[src/rtl/ram_port_arbiter.sv]
`default_nettype none
// ============================================================================
// Module   : ram_port_arbiter
// Purpose  : Two-requester front end (instruction fetch + data port) for the
//            single-port 16-bit program/data RAM. Grants one RAM access per
//            cycle, tracks the RAM's one-cycle read latency with an owner tag
//            and steers returned read data to the requester that issued it.
// Options  : ARB_ROUND_ROBIN_EN - alternate grants on contention instead of
//            data-priority with a MAX_DATA_RUN fetch starvation bound.
// Revision : 1.0 - initial release
// ============================================================================
module ram_port_arbiter #(
  parameter int ADDR_W       = 13,
  parameter int DATA_W       = 16,
  parameter int MAX_DATA_RUN = 4
) (
  input  logic              clk,
  input  logic              rst,
  // instruction fetch port
  input  logic              i_req,
  input  logic [ADDR_W-1:0] i_addr,
  output logic              i_gnt,
  output logic              i_rvalid,
  output logic [DATA_W-1:0] i_rdata,
  // data port
  input  logic              d_req,
  input  logic              d_we,
  input  logic [ADDR_W-1:0] d_addr,
  input  logic [DATA_W-1:0] d_wdata,
  output logic              d_gnt,
  output logic              d_rvalid,
  output logic [DATA_W-1:0] d_rdata,
  // RAM side
  output logic [ADDR_W-1:0] mem_addr,
  output logic [DATA_W-1:0] mem_data_in,
  input  logic [DATA_W-1:0] mem_data_out,
  output logic              mem_we,
  output logic              mem_re
);

  // Who owns the RAM read data that appears on mem_data_out this cycle.
  typedef enum logic [1:0] {
    OWN_NONE  = 2'd0,
    OWN_FETCH = 2'd1,
    OWN_DATA  = 2'd2
  } owner_e;

  owner_e            owner_q, owner_d;
  logic [DATA_W-1:0] i_rdata_q, i_rdata_d;
  logic [DATA_W-1:0] d_rdata_q, d_rdata_d;

`ifdef ARB_ROUND_ROBIN_EN
  // ------------------------------------------------------------------------
  // Round-robin arbitration: rr_q names the port that wins the next
  // contended cycle (0 = data, 1 = fetch). Whichever port is granted, the
  // pointer moves to the other one, so an idle port gets first turn later.
  // ------------------------------------------------------------------------
  logic rr_q, rr_d;

  // Grant selection and next pointer value.
  always_comb begin
    i_gnt = 1'b0;
    d_gnt = 1'b0;
    rr_d  = rr_q;
    if (!rst) begin
      if (i_req && d_req) begin
        i_gnt = rr_q;
        d_gnt = ~rr_q;
      end else begin
        i_gnt = i_req;
        d_gnt = d_req;
      end
      if (d_gnt) begin
        rr_d = 1'b1;
      end else if (i_gnt) begin
        rr_d = 1'b0;
      end
    end
  end

  // Round-robin pointer register.
  always_ff @(posedge clk) begin
    if (rst) begin
      rr_q <= 1'b0;
    end else begin
      rr_q <= rr_d;
    end
  end
`else
  // ------------------------------------------------------------------------
  // Data-priority arbitration with a fetch starvation bound: run_q counts
  // consecutive data grants taken while a fetch is waiting. Once it reaches
  // MAX_DATA_RUN the fetch port wins, which clears the count.
  // ------------------------------------------------------------------------
  localparam logic [3:0] C_MAX_RUN = 4'(MAX_DATA_RUN);

  logic [3:0] run_q, run_d;
  logic       run_limit;

  assign run_limit = (run_q == C_MAX_RUN);

  // Grant selection and next run-count value.
  always_comb begin
    i_gnt = 1'b0;
    d_gnt = 1'b0;
    run_d = run_q;
    if (!rst) begin
      if (d_req && !(i_req && run_limit)) begin
        d_gnt = 1'b1;
      end else if (i_req) begin
        i_gnt = 1'b1;
      end
      if (i_gnt || !i_req) begin
        run_d = 4'd0;
      end else if (d_gnt && !run_limit) begin
        run_d = run_q + 4'd1;
      end
    end
  end

  // Data run counter register.
  always_ff @(posedge clk) begin
    if (rst) begin
      run_q <= 4'd0;
    end else begin
      run_q <= run_d;
    end
  end
`endif

  // RAM drive: write data always comes from the data port; the address
  // defaults to d_addr when nothing is granted so the bus stays quiet.
  always_comb begin
    mem_addr    = i_gnt ? i_addr : d_addr;
    mem_data_in = d_wdata;
    mem_we      = d_gnt & d_we;
    mem_re      = i_gnt | (d_gnt & ~d_we);
  end

  // Owner tag for the read issued this cycle; writes leave no tag.
  always_comb begin
    owner_d = OWN_NONE;
    if (i_gnt) begin
      owner_d = OWN_FETCH;
    end else if (d_gnt && !d_we) begin
      owner_d = OWN_DATA;
    end
  end

  // Valid strobes follow the tag; gating with rst drops a read whose
  // return cycle coincides with reset.
  always_comb begin
    i_rvalid  = (owner_q == OWN_FETCH) && !rst;
    d_rvalid  = (owner_q == OWN_DATA)  && !rst;
    i_rdata   = i_rvalid ? mem_data_out : i_rdata_q;
    d_rdata   = d_rvalid ? mem_data_out : d_rdata_q;
    i_rdata_d = i_rdata;
    d_rdata_d = d_rdata;
  end

  // Owner tag and read-data hold registers.
  always_ff @(posedge clk) begin
    if (rst) begin
      owner_q   <= OWN_NONE;
      i_rdata_q <= '0;
      d_rdata_q <= '0;
    end else begin
      owner_q   <= owner_d;
      i_rdata_q <= i_rdata_d;
      d_rdata_q <= d_rdata_d;
    end
  end

endmodule
`default_nettype wire

[config.mk]
export PLATFORM = sky130hd
export DESIGN_NAME = ram_port_arbiter
export DESIGN_NICKNAME = d
export VERILOG_FILES = /design/src/rtl/ram_port_arbiter.sv
export SDC_FILE = /design/constraint.sdc
export NUM_CORES = 1
export LEC_CHECK = 0
export CAP_MARGIN = 0
export CORE_MARGIN = 3
export CORE_UTILIZATION = 30
export CTS_BUF_LIST = sky130_fd_sc_hd__clkbuf_4 sky130_fd_sc_hd__clkbuf_8 sky130_fd_sc_hd__clkbuf_16
export CTS_CLUSTER_DIAMETER = 50
export DETAILED_ROUTE_END_ITERATION = 7
export PLACE_DENSITY = 0.72
export SLEW_MARGIN = 15
export SYNTH_ARGS = -nofsm -noshare
export SYNTH_HDL_FRONTEND = slang
export SYNTH_SLANG_ARGS = --single-unit
[constraint.sdc]
create_clock -name clk -period 1.57 [get_ports clk]
set_input_delay 0.314 -clock clk [delete_from_list [all_inputs] [get_ports clk]]
set_output_delay 0.314 -clock clk [all_outputs]
set_load 0.02 [all_outputs]
==> results of run 1 <==
kinds of logic after synthesis:
logic type,after synthesis
and+or+nand+nor,46
muxes,45
DFF,38
buffers and inverters,27
AOI/OAI and AO/OA,4
xor gates and xnor gates,2
adders and majority gates,2
layer usage:
metal | vias up | track usage [%] | share of wire [%]
met5 | - | 0 | 0
met4 | 0 | 3.97 | 1.2
met3 | 8 | 5.61 | 10
met2 | 78 | 24.5 | 52
met1 | 701 | 15.2 | 36
li1 | 747 | - | -
synthesized netlist by cell type, drive strengths merged:
master,count
mux2,45
dfxtp,38
buf,20
and2b,18
nor2b,14
nor2,5
inv,4
clkbuf,3
a21oi,2
ha,2
nand2b,2
nor3b,2
a21o,1
and2,1
and3b,1
nand3,1
nand3b,1
o21bai,1
or3b,1
xnor2,1
xor2,1
critical path: stages, from the launching register on:
cell and delay (ns):
dfxtp_2 0.33, inv_2 0.06, ha_4 0.13, nand3b_1 0.14, a21oi_4 0.21, buf_6 0.17
mux2_4 0.31, buf_6 0.13
where the power goes:
| group | total [mW] | switching (mW) | internal (mW) |
|---|---|---|---|
| combinational | 0.572 | 0.216 | 0.356 |
| sequential | 0.992 | 0.00720 | 0.984 |
| clock | 0.646 | 0.307 | 0.338 |
through the flow:
| step | setup TNS (ns) | instance area, sq um | hold slack (ns) | setup slack (ns) | utilization (%) |
|---|---|---|---|---|---|
| floorplan | -3.45 | 2000 | 0.386 | -0.122 | - |
| global placement | -59.64 | 2990 | 0.501 | -1.02 | 49.3 |
| detailed placement | -60.46 | 2990 | 0.512 | -1.04 | 49.3 |
| CTS | -18.80 | 3390 | 0.486 | -0.606 | 55.9 |
| global route | -21.73 | 3450 | 0.495 | -0.578 | 56.9 |
| finish | -17.57 | 3450 | 0.492 | -0.506 | 56.9 |
cells in the final DEF, fill, tap and decap left out:
master,instances
a21oi_4,1
or3b_2,1
dfxtp_2,4
and3b_2,1
nor2_1,5
buf_12,2
buf_6,68
a21o_1,1
clkdlybuf4s50_1,44
buf_4,11
and2_4,1
inv_2,3
a21oi_1,1
ha_1,1
dlygate4sd2_1,1
clkbuf_8,6
inv_1,1
ha_4,1
clkdlybuf4s15_2,1
xnor2_1,1
nor2b_1,14
mux2_4,45
dfxtp_1,34
nand2b_1,1
o21bai_2,1
and2b_1,18
buf_8,2
nor3b_4,2
nand2b_4,1
nand3_1,1
xor2_1,1
nand3b_1,1
area by class of cell:
class                   instances  area [sq um]  share of cell area [%]
clock buffers                   6          82.6                    2.40
inverters                       4          15.0                   0.436
multi-input cells              99          1110                    32.2
flip-flops and latches         38           766                    22.2
well taps                      75          93.8                    2.72
repair buffers                129          1380                    40.0
flip-flops by register name (all words and copies together), names as in the netlist:
| signal | cells |
|---|---|
| d_rdata_q | 16 |
| owner_q | 2 |
| i_rdata_q | 16 |
| run_q | 4 |
what timing repair did:
item	CTS	global route
buffers inserted	10	6
endpoints found under the setup margin	85	55
pin swaps	5	2
hold buffers	0	0
gates cloned	3	0
gates resized for setup	347	11
worst paths after layout:
path	cells past startpoint	endpoint	slack, ns
min	2	owner_q[0]$_SDFF_PP0_	0.49
max reg2reg	6	d_rdata_q[2]$_SDFF_PP0_	0.04
max	7	mem_addr[4]	-0.51
min reg2reg	2	run_q[0]$_SDFFE_PP0P_	0.53
==> summary.txt, run 1 <==
Status
  • Status: finished with violations
  • Failing checks: setup timing

Global routing
  • Remaining Overflow, GRT: 0
  • Gr usage total: 13.8%
  • Largest net degree at the start of global routing: 19
  • First-pass GRT wire length: 7970 microns
  • Initial antenna violation count: 0
  • Vias in the first global route: 1,633

Cells and area
  • Area growth syn-to-layout: 78.6%
  • Antenna Diode Count: 0
  • Share of layout cells above drive strength 1: 54.7%
  • Nets: 342
  • Layout Cells excl Fill: 351
  • # fillers: 533

Synth
  • Netlist Area Pre-Place: 1930 sq um
  • Largest family of logic cells by synthesized area: multiplexers
  • Share of the synthesized area in the top cell type: 39.4%
  • Area contributors post-synth: dfxtp_1, mux2_2, mux2_4, and2b_1, buf_4
  • Synth Area per Inst: 11.8 sq um
  • Post-synthesis xor/xnor area fraction: 0.908%
  • Synth Register Bits: 38
  • Simple-gate share of the synthesized area: 17.0%
  • Multiplexer area fraction after synthesis: 29.8%
  • Post-Synth Adder-Cell Area: 1.30%
  • Syn Nets: 229
  • Distinct cells, synth: 25
  • Synth warn: 0
  • Seq/Total Area, Yosys: 39.4%
  • Cell taking the most area after synthesis: dfxtp_1
  • Compound-Gate Fraction of Synth Area: 1.49%
  • Post-Synthesis Cells: 164

Floorplanning
  • Die area: 7430 sq um
  • Core Area: 6060 sq um
  • # IOs: 130
  • Die W: 86.2 microns
  • Rows: 28
  • Initial core utilization: 31.8%
  • Vert. Die Dim: 86.2 microns

Timing
  • Max Clock Freq: 0.482 GHz
  • Setup violators final: 51
  • Tmin final: 2.08 ns
  • Final hold violation count: 0
  • Setup Skew: 0.00490 ns
  • Fin worst setup slack: -0.506 ns
  • Rel. slew slack: 83.3%
  • Part of the cycle the worst path needs: 132%
  • RSZ-0062 raised after global routing: yes
  • Max-slew violation count: 0
  • Worst slew pin tran: 0.250 ns

Placed design
  • Post-DP HPWL: 3660 microns
  • GPL Wtd Cong: 0.634
  • Port Buffers: 97
  • Placed insts: 327

Worst hold path
  • Hold path startpoint: d_req
  • Worst Hold Class: input port to register

Worst setup path
  • Max FO, Critical Path: 7
  • FF-to-FF Start: owner_q[1]$_SDFF_PP0_
  • Crit path from: run_q[0]$_SDFFE_PP0P_
  • Worst EP arrival: 1.76 ns
  • CP Class: register to output port
  • Crit path launch type: register
  • Element type at the critical path end: output port
  • Critical Path RT: 1.26 ns

Clock tree
  • Clk sinks: 38
  • Clock Latency Late Sink: 0.28 ns
  • Total CTS buffers: 5
  • Worst-path clk slew: 0.07 ns
  • CTS root buf: clkbuf_8
  • CTS tree: yes
  • Clock Path Buffers: 2
  • # H-tree levels: 2

Pwr
  • LEAKAGE: 1.57 nW
  • Worst vdd ir: 317 uV
  • Total power: 2.21 mW
  • Cell Pwr Density: 641 nW/um^2

Routing
  • 1st-iter DRT viols: 25
  • Antenna-violating nets left: 0
  • DR WL/cell: 14.5 microns
  • Residual DRC: 0
  • Drt first pass iters: 2
  • Vias per cell: 4.37
  • Via count: 1,534
  • Routed Wire Length: 5100 microns

Run
  • Max-cap viol count: 0
Power figures use the tool's default switching activity.
==> run 2: changes to the inputs <==
CAP_MARGIN = 20   (was 0)
==> results of run 2 <==
Final layout, timing and power as in run 1 (identical DEF).
==> run 3: changes to the inputs <==
CTS_BUF_LIST = sky130_fd_sc_hd__clkbuf_8   (was sky130_fd_sc_hd__clkbuf_4 sky130_fd_sc_hd__clkbuf_8 sky130_fd_sc_hd__clkbuf_16)
HOLD_SLACK_MARGIN = 0.08   (was unset)
PLACE_DENSITY = 0.71   (was 0.72)
==> run 3 against run 2 <==
  * Highest routed layer unchanged
  * The run still ends with setup timing left
  * Hold slack gained 0.022 ns
  * Cell count shrank 0.28%
  * Die area unchanged
==> summary.txt, run 3 (synthesis results as in run 1) <==
Worst setup path
  • Max FO, Critical Path: 7 (unchanged)
  • Worst EP arrival: 1.74 ns (was 1.76 ns)
  • CP Class: register to output port (unchanged)
  • Element type at the critical path end: output port (unchanged)
  • Crit path from: run_q[1]$_SDFFE_PP0P_ (was run_q[0]$_SDFFE_PP0P_)
  • Crit path launch type: register (unchanged)
  • Critical Path RT: 1.26 ns (about the same)
  • FF-to-FF Start: owner_q[1]$_SDFF_PP0_ (unchanged)
  • R2r setup slk: 0.04 ns (about the same)
  • Worst reg2reg endpoint: d_rdata_q[5]$_SDFF_PP0_ (was d_rdata_q[2]$_SDFF_PP0_)
  • Worst r2r path cells: 6 (unchanged)

Global routing
  • Initial antenna violation count: 0 (unchanged)
  • Gr usage total: 14.2% (was 13.8%)
  • First-pass GRT wire length: 8150 microns (was 7970 microns)
  • Largest net degree at the start of global routing: 21 (was 19)
  • Remaining Overflow, GRT: 0 (unchanged)
  • Vias in the first global route: 1,728 (was 1,633)

Timing
  • Final hold violation count: 0 (unchanged)
  • Part of the cycle the worst path needs: 131% (was 132%)
  • Worst slew pin tran: 0.213 ns (was 0.250 ns)
  • Setup TNS: -17.43 ns (was -17.57 ns)
  • Tmin final: 2.06 ns (was 2.08 ns)
  • Max Clock Freq: 0.486 GHz (was 0.482 GHz)
  • Max-slew violation count: 0 (unchanged)
  • Rel. slew slack: 85.8% (was 83.3%)
  • Fin worst setup slack: -0.487 ns (was -0.506 ns)
  • Setup violators final: 49 (was 51)
  • Hold Slack: 0.514 ns (was 0.492 ns)
  • RSZ-0062 raised after global routing: yes (unchanged)
  • Setup Skew: 0.00207 ns (was 0.00490 ns)

Clock tree
  • Clock Latency Late Sink: 0.28 ns (about the same)
  • Worst-path clk slew: 0.07 ns (about the same)
  • Total CTS buffers: 5 (unchanged)
  • CTS root buf: clkbuf_8 (unchanged)
  • CTS tree: yes (unchanged)
  • # H-tree levels: 2 (unchanged)
  • Clk sinks: 38 (unchanged)
  • Clock Path Buffers: 2 (unchanged)

Placed design
  • Port Buffers: 97 (unchanged)
  • GPL Wtd Cong: 0.728 (was 0.634)
  • Post-DP HPWL: 3590 microns (was 3660 microns)

Cells and area
  • Most frequent cells in the layout: buf_6, mux2_4, clkdlybuf4s50_1 (unchanged)
  • Antenna Diode Count: 0 (unchanged)
  • Share of layout cells above drive strength 1: 53.1% (was 54.7%)
  • Final Util: 57.0% (was 56.9%)
  • Regs by FF count: d_rdata_q (16), i_rdata_q (16), run_q (4) (unchanged)
  • Nets: 340 (was 342)
  • Leading cell type in the layout, fill and taps excluded: buf_6 (unchanged)
  • Area growth syn-to-layout: 79.1% (was 78.6%)

Routing
  • Vias per cell: 4.48 (was 4.37)
  • 1st-iter DRT viols: 26 (was 25)
  • DR WL/cell: 14.8 microns (was 14.5 microns)
  • Routed Wire Length: 5180 microns (was 5100 microns)
  • Via count: 1,569 (was 1,534)
  • Residual DRC: 0 (unchanged)
  • Antenna-violating nets left: 0 (unchanged)
  • Drt first pass iters: 4 (was 2)

Floorplanning
  • Vert. Die Dim: 86.2 microns (unchanged)
  • Initial core utilization: 31.8% (unchanged)
  • Rows: 28 (unchanged)
  • # IOs: 130 (unchanged)
  • Core Area: 6060 sq um (unchanged)
  • Die W: 86.2 microns (unchanged)
  • Die area: 7430 sq um (unchanged)

Worst hold path
  • Worst Hold Class: register to register (was input port to register)
  • Hold path startpoint: run_q[0]$_SDFFE_PP0P_ (was d_req)
  • Hold path depth: 2 (unchanged)
  • Hold path endpoint: run_q[0]$_SDFFE_PP0P_ (was owner_q[0]$_SDFF_PP0_)

Pwr
  • Worst vdd ir: 264 uV (was 317 uV)
  • LEAKAGE: 1.58 nW (was 1.57 nW)
  • Cell Pwr Density: 629 nW/um^2 (was 641 nW/um^2)
  • Total power: 2.17 mW (was 2.21 mW)

Status
  • Failing checks: setup timing (unchanged)
  • Status: finished with violations (unchanged)

Run
  • Max-cap viol count: 0 (unchanged)
run 3: layout make-up:
cell class              count  area, sq um
clock buffers               5         68.8
repair buffers            127         1400
fillers                   534         2610
inverters                   4         15.0
flip-flops and latches     38          766
well taps                  75         93.8
multi-input cells          99         1110
clock inverters             2         7.51
run 3: worst max-delay path by stage:
stage          cells after the start      endpoint  slack (ns)
2_1_floorplan                      6  mem_addr[10]       -0.12
3_3_place_gp                       6   mem_addr[1]       -1.05
3_5_place_dp                       6   mem_addr[0]       -1.08
4_1_cts                            8   mem_addr[2]       -0.61
5_1_grt                            7   mem_addr[1]       -0.58
6_report                           7   mem_addr[1]       -0.49
run 3: repair_timing:
item	4_1_cts	5_1_grt
buffers inserted	10	8
gates resized for setup	335	14
endpoints found under the setup margin	83	54
hold buffers	0	0
endpoints found under the hold margin	0	0
cloned	4	0
pin swaps	3	1
run 3: per-stage QoR:
step                      instances  setup WS, ns  cell area [sq um]
final                           350        -0.487               3460
after global routing            350        -0.575               3460
after floorplan                 164        -0.122               2000
after detailed placement        326         -1.08               3010
after CTS                       347        -0.610               3440
after global placement          326         -1.05               3010
run 3: per-layer routing:
layer / GRT usage (%) / vias up / part of all wire (%) / wire length, microns
met4: 5.52 / 0 / 2.1 / 110
met5: 0 / - / 0 / 0
met1: 14.0 / 733 / 35 / 1810
met2: 26.1 / 85 / 53 / 2750
met3: 5.99 / 8 / 9.7 / 504
li1: - / 743 / - / -
run 3: worst max-delay path: stages, from the launching register on:
cell and delay (ns):
dfxtp_2 0.32, inv_2 0.06, ha_4 0.12, nand3b_1 0.14
a21oi_4 0.21, buf_6 0.16, mux2_4 0.31, buf_6 0.13
run 3: power breakdown:
| group | switching, mW | total (mW) | internal, mW |
|---|---|---|---|
| Sequential | 0.00699 | 0.991 | 0.984 |
| Clock | 0.316 | 0.609 | 0.293 |
| Combinational | 0.216 | 0.572 | 0.356 |
| Total | 0.539 | 2.17 | 1.63 |
